## config.mk

```make
export PLATFORM = sky130hd
export DESIGN_NAME = spi_reg_frame_ctrl
export DESIGN_NICKNAME = d
export VERILOG_FILES = /design/src/rtl/spi_reg_frame_ctrl.sv
export SDC_FILE = /design/constraint.sdc
export NUM_CORES = 1
export LEC_CHECK = 0
export BUFFER_PORTS_ARGS = -buffer_cell sky130_fd_sc_hd__buf_2
export CORE_MARGIN = 3
export CORE_UTILIZATION = 50
export CTS_BUF_LIST = sky130_fd_sc_hd__clkbuf_4 sky130_fd_sc_hd__clkbuf_8
export DETAILED_ROUTE_END_ITERATION = 10
export PLACE_DENSITY = 0.87
export REMOVE_ABC_BUFFERS = 1
export SLEW_MARGIN = 20
export SYNTH_ARGS = -nofsm -noshare
export SYNTH_HDL_FRONTEND = slang
export SYNTH_SLANG_ARGS = --single-unit
export TNS_END_PERCENT = 100
```

## constraint.sdc

```tcl
create_clock -name sysClk -period 2.4 [get_ports sysClk]
set_clock_uncertainty 0.1 [all_clocks]
set_input_delay 0.48 -clock sysClk [delete_from_list [all_inputs] [get_ports sysClk]]
set_output_delay 0.48 -clock sysClk [all_outputs]
set_load 0.05 [all_outputs]
```

## src/rtl/spi_reg_frame_ctrl.sv

```systemverilog
// Frame controller above the SPI byte slave: command byte + auto-incrementing burst onto a register bus.
// Optional frame-abort timeout enabled with `define SPI_TIMEOUT_EN.
module spi_reg_frame_ctrl #(
  parameter int         ADDR_W      = 7,
  parameter logic [7:0] IDLE_TX     = 8'hA5,
  parameter int         TIMEOUT_CYC = 4096
) (
  input  logic              sysClk,
  input  logic              rstN,
  input  logic              ssN,
  input  logic [7:0]        rxByte,
  input  logic              rxValid,
  output logic [7:0]        txByte,
  output logic [ADDR_W-1:0] regAddr,
  output logic              regWrEn,
  output logic [7:0]        regWrData,
  output logic              regRdEn,
  input  logic [7:0]        regRdData,
  output logic              frameActive,
  output logic [7:0]        errCount
);

  localparam logic [2:0] S_IDLE  = 3'd0;
  localparam logic [2:0] S_CMD   = 3'd1;
  localparam logic [2:0] S_WDATA = 3'd2;
  localparam logic [2:0] S_RDATA = 3'd3;
  localparam logic [2:0] S_ABORT = 3'd4;
  localparam logic [7:0] ABORT_TX = 8'hEE;
  localparam logic [ADDR_W-1:0] ADDR_ONE = 1;

  logic [2:0]        state;
  logic [ADDR_W-1:0] addr;
  logic              ss_meta, ss_s, ss_d;
  logic              frame_start, frame_end;
  logic              busy;
  logic              abort_go;

  // Sync flops idle high so a reset with SS already low still yields a frame start.
  always_ff @(posedge sysClk or negedge rstN) begin
    if (!rstN) begin
      ss_meta <= 1'b1;
      ss_s    <= 1'b1;
      ss_d    <= 1'b1;
    end else begin
      ss_meta <= ssN;
      ss_s    <= ss_meta;
      ss_d    <= ss_s;
    end
  end

  assign frame_start = ss_d & ~ss_s;
  assign frame_end   = ~ss_d & ss_s;
  assign busy        = (state == S_CMD) || (state == S_WDATA) || (state == S_RDATA);

`ifdef SPI_TIMEOUT_EN
  localparam int TW = $clog2(TIMEOUT_CYC + 1);
  localparam logic [TW-1:0] TMO_LIM = TW'(TIMEOUT_CYC);
  logic [TW-1:0] tmo_cnt;

  always_ff @(posedge sysClk or negedge rstN) begin
    if (!rstN)                      tmo_cnt <= '0;
    else if (frame_start || rxValid) tmo_cnt <= '0;
    else if (tmo_cnt != TMO_LIM)    tmo_cnt <= tmo_cnt + 1'b1;
  end

  // A byte arriving on the expiry cycle or a concurrent frame end wins over the abort.
  assign abort_go = busy && (tmo_cnt == TMO_LIM) && !rxValid && !frame_end;

  always_ff @(posedge sysClk or negedge rstN) begin
    if (!rstN)                              errCount <= '0;
    else if (abort_go && errCount != 8'hFF) errCount <= errCount + 8'd1;
  end
`else
  logic unused_tmo;
  assign unused_tmo = |TIMEOUT_CYC;
  assign abort_go   = 1'b0;
  assign errCount   = '0;
`endif

  always_ff @(posedge sysClk or negedge rstN) begin
    if (!rstN) begin
      state       <= S_IDLE;
      addr        <= '0;
      txByte      <= IDLE_TX;
      regAddr     <= '0;
      regWrEn     <= 1'b0;
      regWrData   <= '0;
      regRdEn     <= 1'b0;
      frameActive <= 1'b0;
    end else begin
      regWrEn <= 1'b0;
      regRdEn <= 1'b0;
      case (state)
        S_IDLE: if (frame_start) begin
          state       <= S_CMD;
          frameActive <= 1'b1;
          txByte      <= IDLE_TX;
        end
        S_CMD: if (rxValid) begin
          addr <= rxByte[ADDR_W-1:0];
          if (rxByte[7]) begin
            state   <= S_RDATA;
            regAddr <= rxByte[ADDR_W-1:0];
            regRdEn <= 1'b1;
          end else begin
            state <= S_WDATA;
          end
        end
        S_WDATA: if (rxValid) begin
          regWrEn   <= 1'b1;
          regWrData <= rxByte;
          regAddr   <= addr;
          addr      <= addr + ADDR_ONE;
          txByte    <= rxByte;
        end
        S_RDATA: begin
          // Read data returns the cycle after the strobe; master's dummy bytes are ignored.
          if (regRdEn) txByte <= regRdData;
          if (rxValid) begin
            addr    <= addr + ADDR_ONE;
            regAddr <= addr + ADDR_ONE;
            regRdEn <= 1'b1;
          end
        end
        S_ABORT: txByte <= ABORT_TX;
        default: state <= S_IDLE;
      endcase
      if (abort_go) begin
        state  <= S_ABORT;
        txByte <= ABORT_TX;
      end
      if (frame_end) begin
        state       <= S_IDLE;
        txByte      <= IDLE_TX;
        frameActive <= 1'b0;
      end
    end
  end

endmodule

```

==> results by group <==
Power and ir drop
  – Switching part of the total: 50.4%
  – Maximum vdd drop: 0.561 mV
  – Gate power share: 54.6%
  – Internal power: 1.80 mW
  – Pleak: between 1 and 1.5 nW
  – Power per standard cell area: 1520 mW/mm^2
  – Net Sw Power: 1.83 mW
  – Clock power frac: 13.0%
  – Total power: 3.62 mW
  – Flop pwr share: about a third

Setup path
  – CP arrival: 2.14 ns
  – Slowest library cell on the worst path: dfstp_2
  – Worst path max stage delay: roughly 0.52 ns
  – Crit Path Class: reg -> reg
  – Worst Path Buf+Inv: 1
  – CP Max Fanout: 8
  – Startpoint Class: flop
  – Critical path, cell by cell: inv_1, ha_1, o21ai_0, o22a_1, mux2_4
  – CP endpoint kind: flop
  – Critical Path RT: 2.48 ns
  – CP top delay family: compound AO/OA/AOI/OAI gates

Synth
  – Async set-reset flop share out of synthesis: 100%
  – YS warnings: 0
  – Syn Std Cell Area: 0.00210 mm^2
  – Yosys cell types: 37
  – EDFF count, synth: 0
  – Sequential area share after synthesis: between 40% and 50%
  – Top cell type's share of synthesized area: approximately 37%
  – Top-count cell post-synth: dfrtp_1
  – Synth top cells by count: dfrtp_1 (31), nand2_1 (24), nor2_1 (23), o21ai_0 (20)
  – #FFs+latches synth: 38
  – Syn avg cell area: 9.39 um^2
  – Leading post-synthesis cells by cell area: dfrtp_1 (37%), dfstp_2 (8.7%), mux2_4 (7.9%)
  – Mapped Cells: between 200 and 250
  – Primary FF master, synth: dfrtp_1
  – Synth area leader: dfrtp_1

Clocking
  – CTS tree: done
  – CTS buffer count: 5
  – Worst skew pair latency: 0.30 ns
  – CTS H-tree depth: 2
  – Postcts setup bufs: 0
  – Clock Sink Count: 38
  – Hold buffers post-CTS: 0
  – Clock tree root driver cell: clkbuf_8
  – CTS resizes: 0
  – Clock transition at the registers of the reported paths: 0.08 ns
  – CTS max path bufs: 2

Finish
  – Design Area, Final: 0.00239 mm^2
  – ANT cells: 0
  – Non-Filler Instances: 312
  – Nets: 285
  – Area Growth Syn to Fin: 13.4%
  – Share of layout cells above drive strength 1: between 20% and 30%

Detailed routing
  – Detail Route Antenna Nets: 0
  – Via count: 1726
  – WL per Instance: 14.9 um
  – Detailed Routing Iterations Pass 1: 4
  – Initial drt markers: approximately 110
  – Routed WL: 4660 um
  – DRC: 0
  – Vias per cell: around 5.5

Timing
  – Slew @ Worst Pin: 0.822 ns
  – TNS Setup: 0 ns
  – Final setup fails: 0
  – Worst slew margin: 45.2%
  – Final min period: around 2 ns
  – Hold Slack: 0.173 ns
  – Final Hold Vio Count: 0
  – Fmax: 0.486 GHz
  – Final Max Tran Viols: 0
  – RSZ-0062 raised after global routing: no
  – Period utilisation layout: a little under nine tenths

Placement
  – Post-DP Area: 0.00229 mm^2
  – # placed instances: 304
  – GPL Wtd Cong: 0.823
  – I/O Buffers: 45
  – Final HPWL DP: 3290 um

Global routing
  – Largest net degree at the start of global routing: 39
  – GR Overflow Total: 0
  – Vias in the first global route: 1677
  – First-pass GRT wire length: ~7800 um
  – Initial antenna violation count: 0
  – GRT Total Usage: around 20%

Die
  – Ports: 54
  – Die ar.: between 0.005 and 0.006 mm^2
  – Core area: between 0.003 and 0.004 mm^2
  – Initial Utilization: 54.6%
  – Row cnt: 22
  – Die height: 70.9 um
  – Horiz. Die Dim: between 70 and 80 um

Run status
  – Status: complete, no violations

Flow run
  – Maximum Capacitance Violations: 0

Hold path
  – Hold WC Path Type: in -> async
[cell families (layout without fill, tap and decap cells)]
family	Yosys count	in the layout	synth area share, %
simple gates	68	68	14.5
compound gates	57	57	16.1
flops	38	38	45.6
buf+inv	36	69	9.46
mux	19	19	11.7
xor+xnor	3	3	1.25
fa+ha+maj	2	2	1.19
other cells	1	8	0.178
[worst register-to-register path, cell delays in order (launching register included)]
cell and delay, ns:
dfstp_2 0.52, inv_1 0.04, ha_1 0.29, o21ai_0 0.17
o22a_1 0.48, mux2_4 0.35
[registers in the layout, indices dropped and copies added, names as in the netlist]
signal       count
frameActive      1
addr             7
ss_s             1
txByte           8
regWrData        8
ss_meta          1
ss_d             1
regAddr          7
regRdEn          1
regWrEn          1
state            2
[final cells by class]
type,count,area (um^2)
Sequential cell,38,960
Tap cell,48,60.1
Inverter,12,45.0
Timing Repair Buffer,49,255
Fill cell,312,1470
Clock buffer,6,82.6
Clock inverter,2,12.5
Multi-Input combinational cell,157,971
[power by group through the flow]
stage	logic [mW]	clock network (mW)	registers, mW
finish	1.98	0.472	1.17
global route	2.13	0.508	1.22
CTS	1.99	0.472	1.17
detailed placement	1.97	0	1.18
global placement	1.93	0	1.17
floorplan	0.776	0	1.91
[per-stage QoR]
stage                     setup WS (ns)  util (%)
after CTS                         0.340      61.9
after global routing              0.238      61.9
after floorplan                   0.181         -
final                             0.343      61.9
after global placement            0.407      59.4
after detailed placement          0.355      59.4
[cell usage in the layout (no fill, tap or decap), types with 7 or more instances in the layout]
master	instances
a31oi_1	9
mux2i_1	8
inv_1	11
dfrtp_1	31
buf_2	45
nor2_1	23
mux2_4	11
conb_1	8
nand2_1	24
dfstp_2	7
o21ai_0	20
[worst paths after layout]
check,start,end,slack (ns),depth (start not counted)
min in group sysClk,ssN,ss_meta,0.17,1
setup reg to reg,ss_d,txByte[1],0.34,5
max in group asynchronous,rstN,regWrData[4],1.51,1
hold / removal,rstN,regAddr[0],0.17,1
hold reg to reg,ss_meta,ss_s,0.26,0
setup / recovery,ss_d,txByte[1],0.34,5
[layer usage]
metal	wire (um)	part of all wire [%]	track usage, %	vias up
met5	0	0	0	-
met1	1900	41	24.5	809
li1	-	-	-	832
met4	103	2.2	8.98	0
met2	2290	49	32.5	74
met3	377	8.1	4.83	11
(Power assumes the default switching activity.)
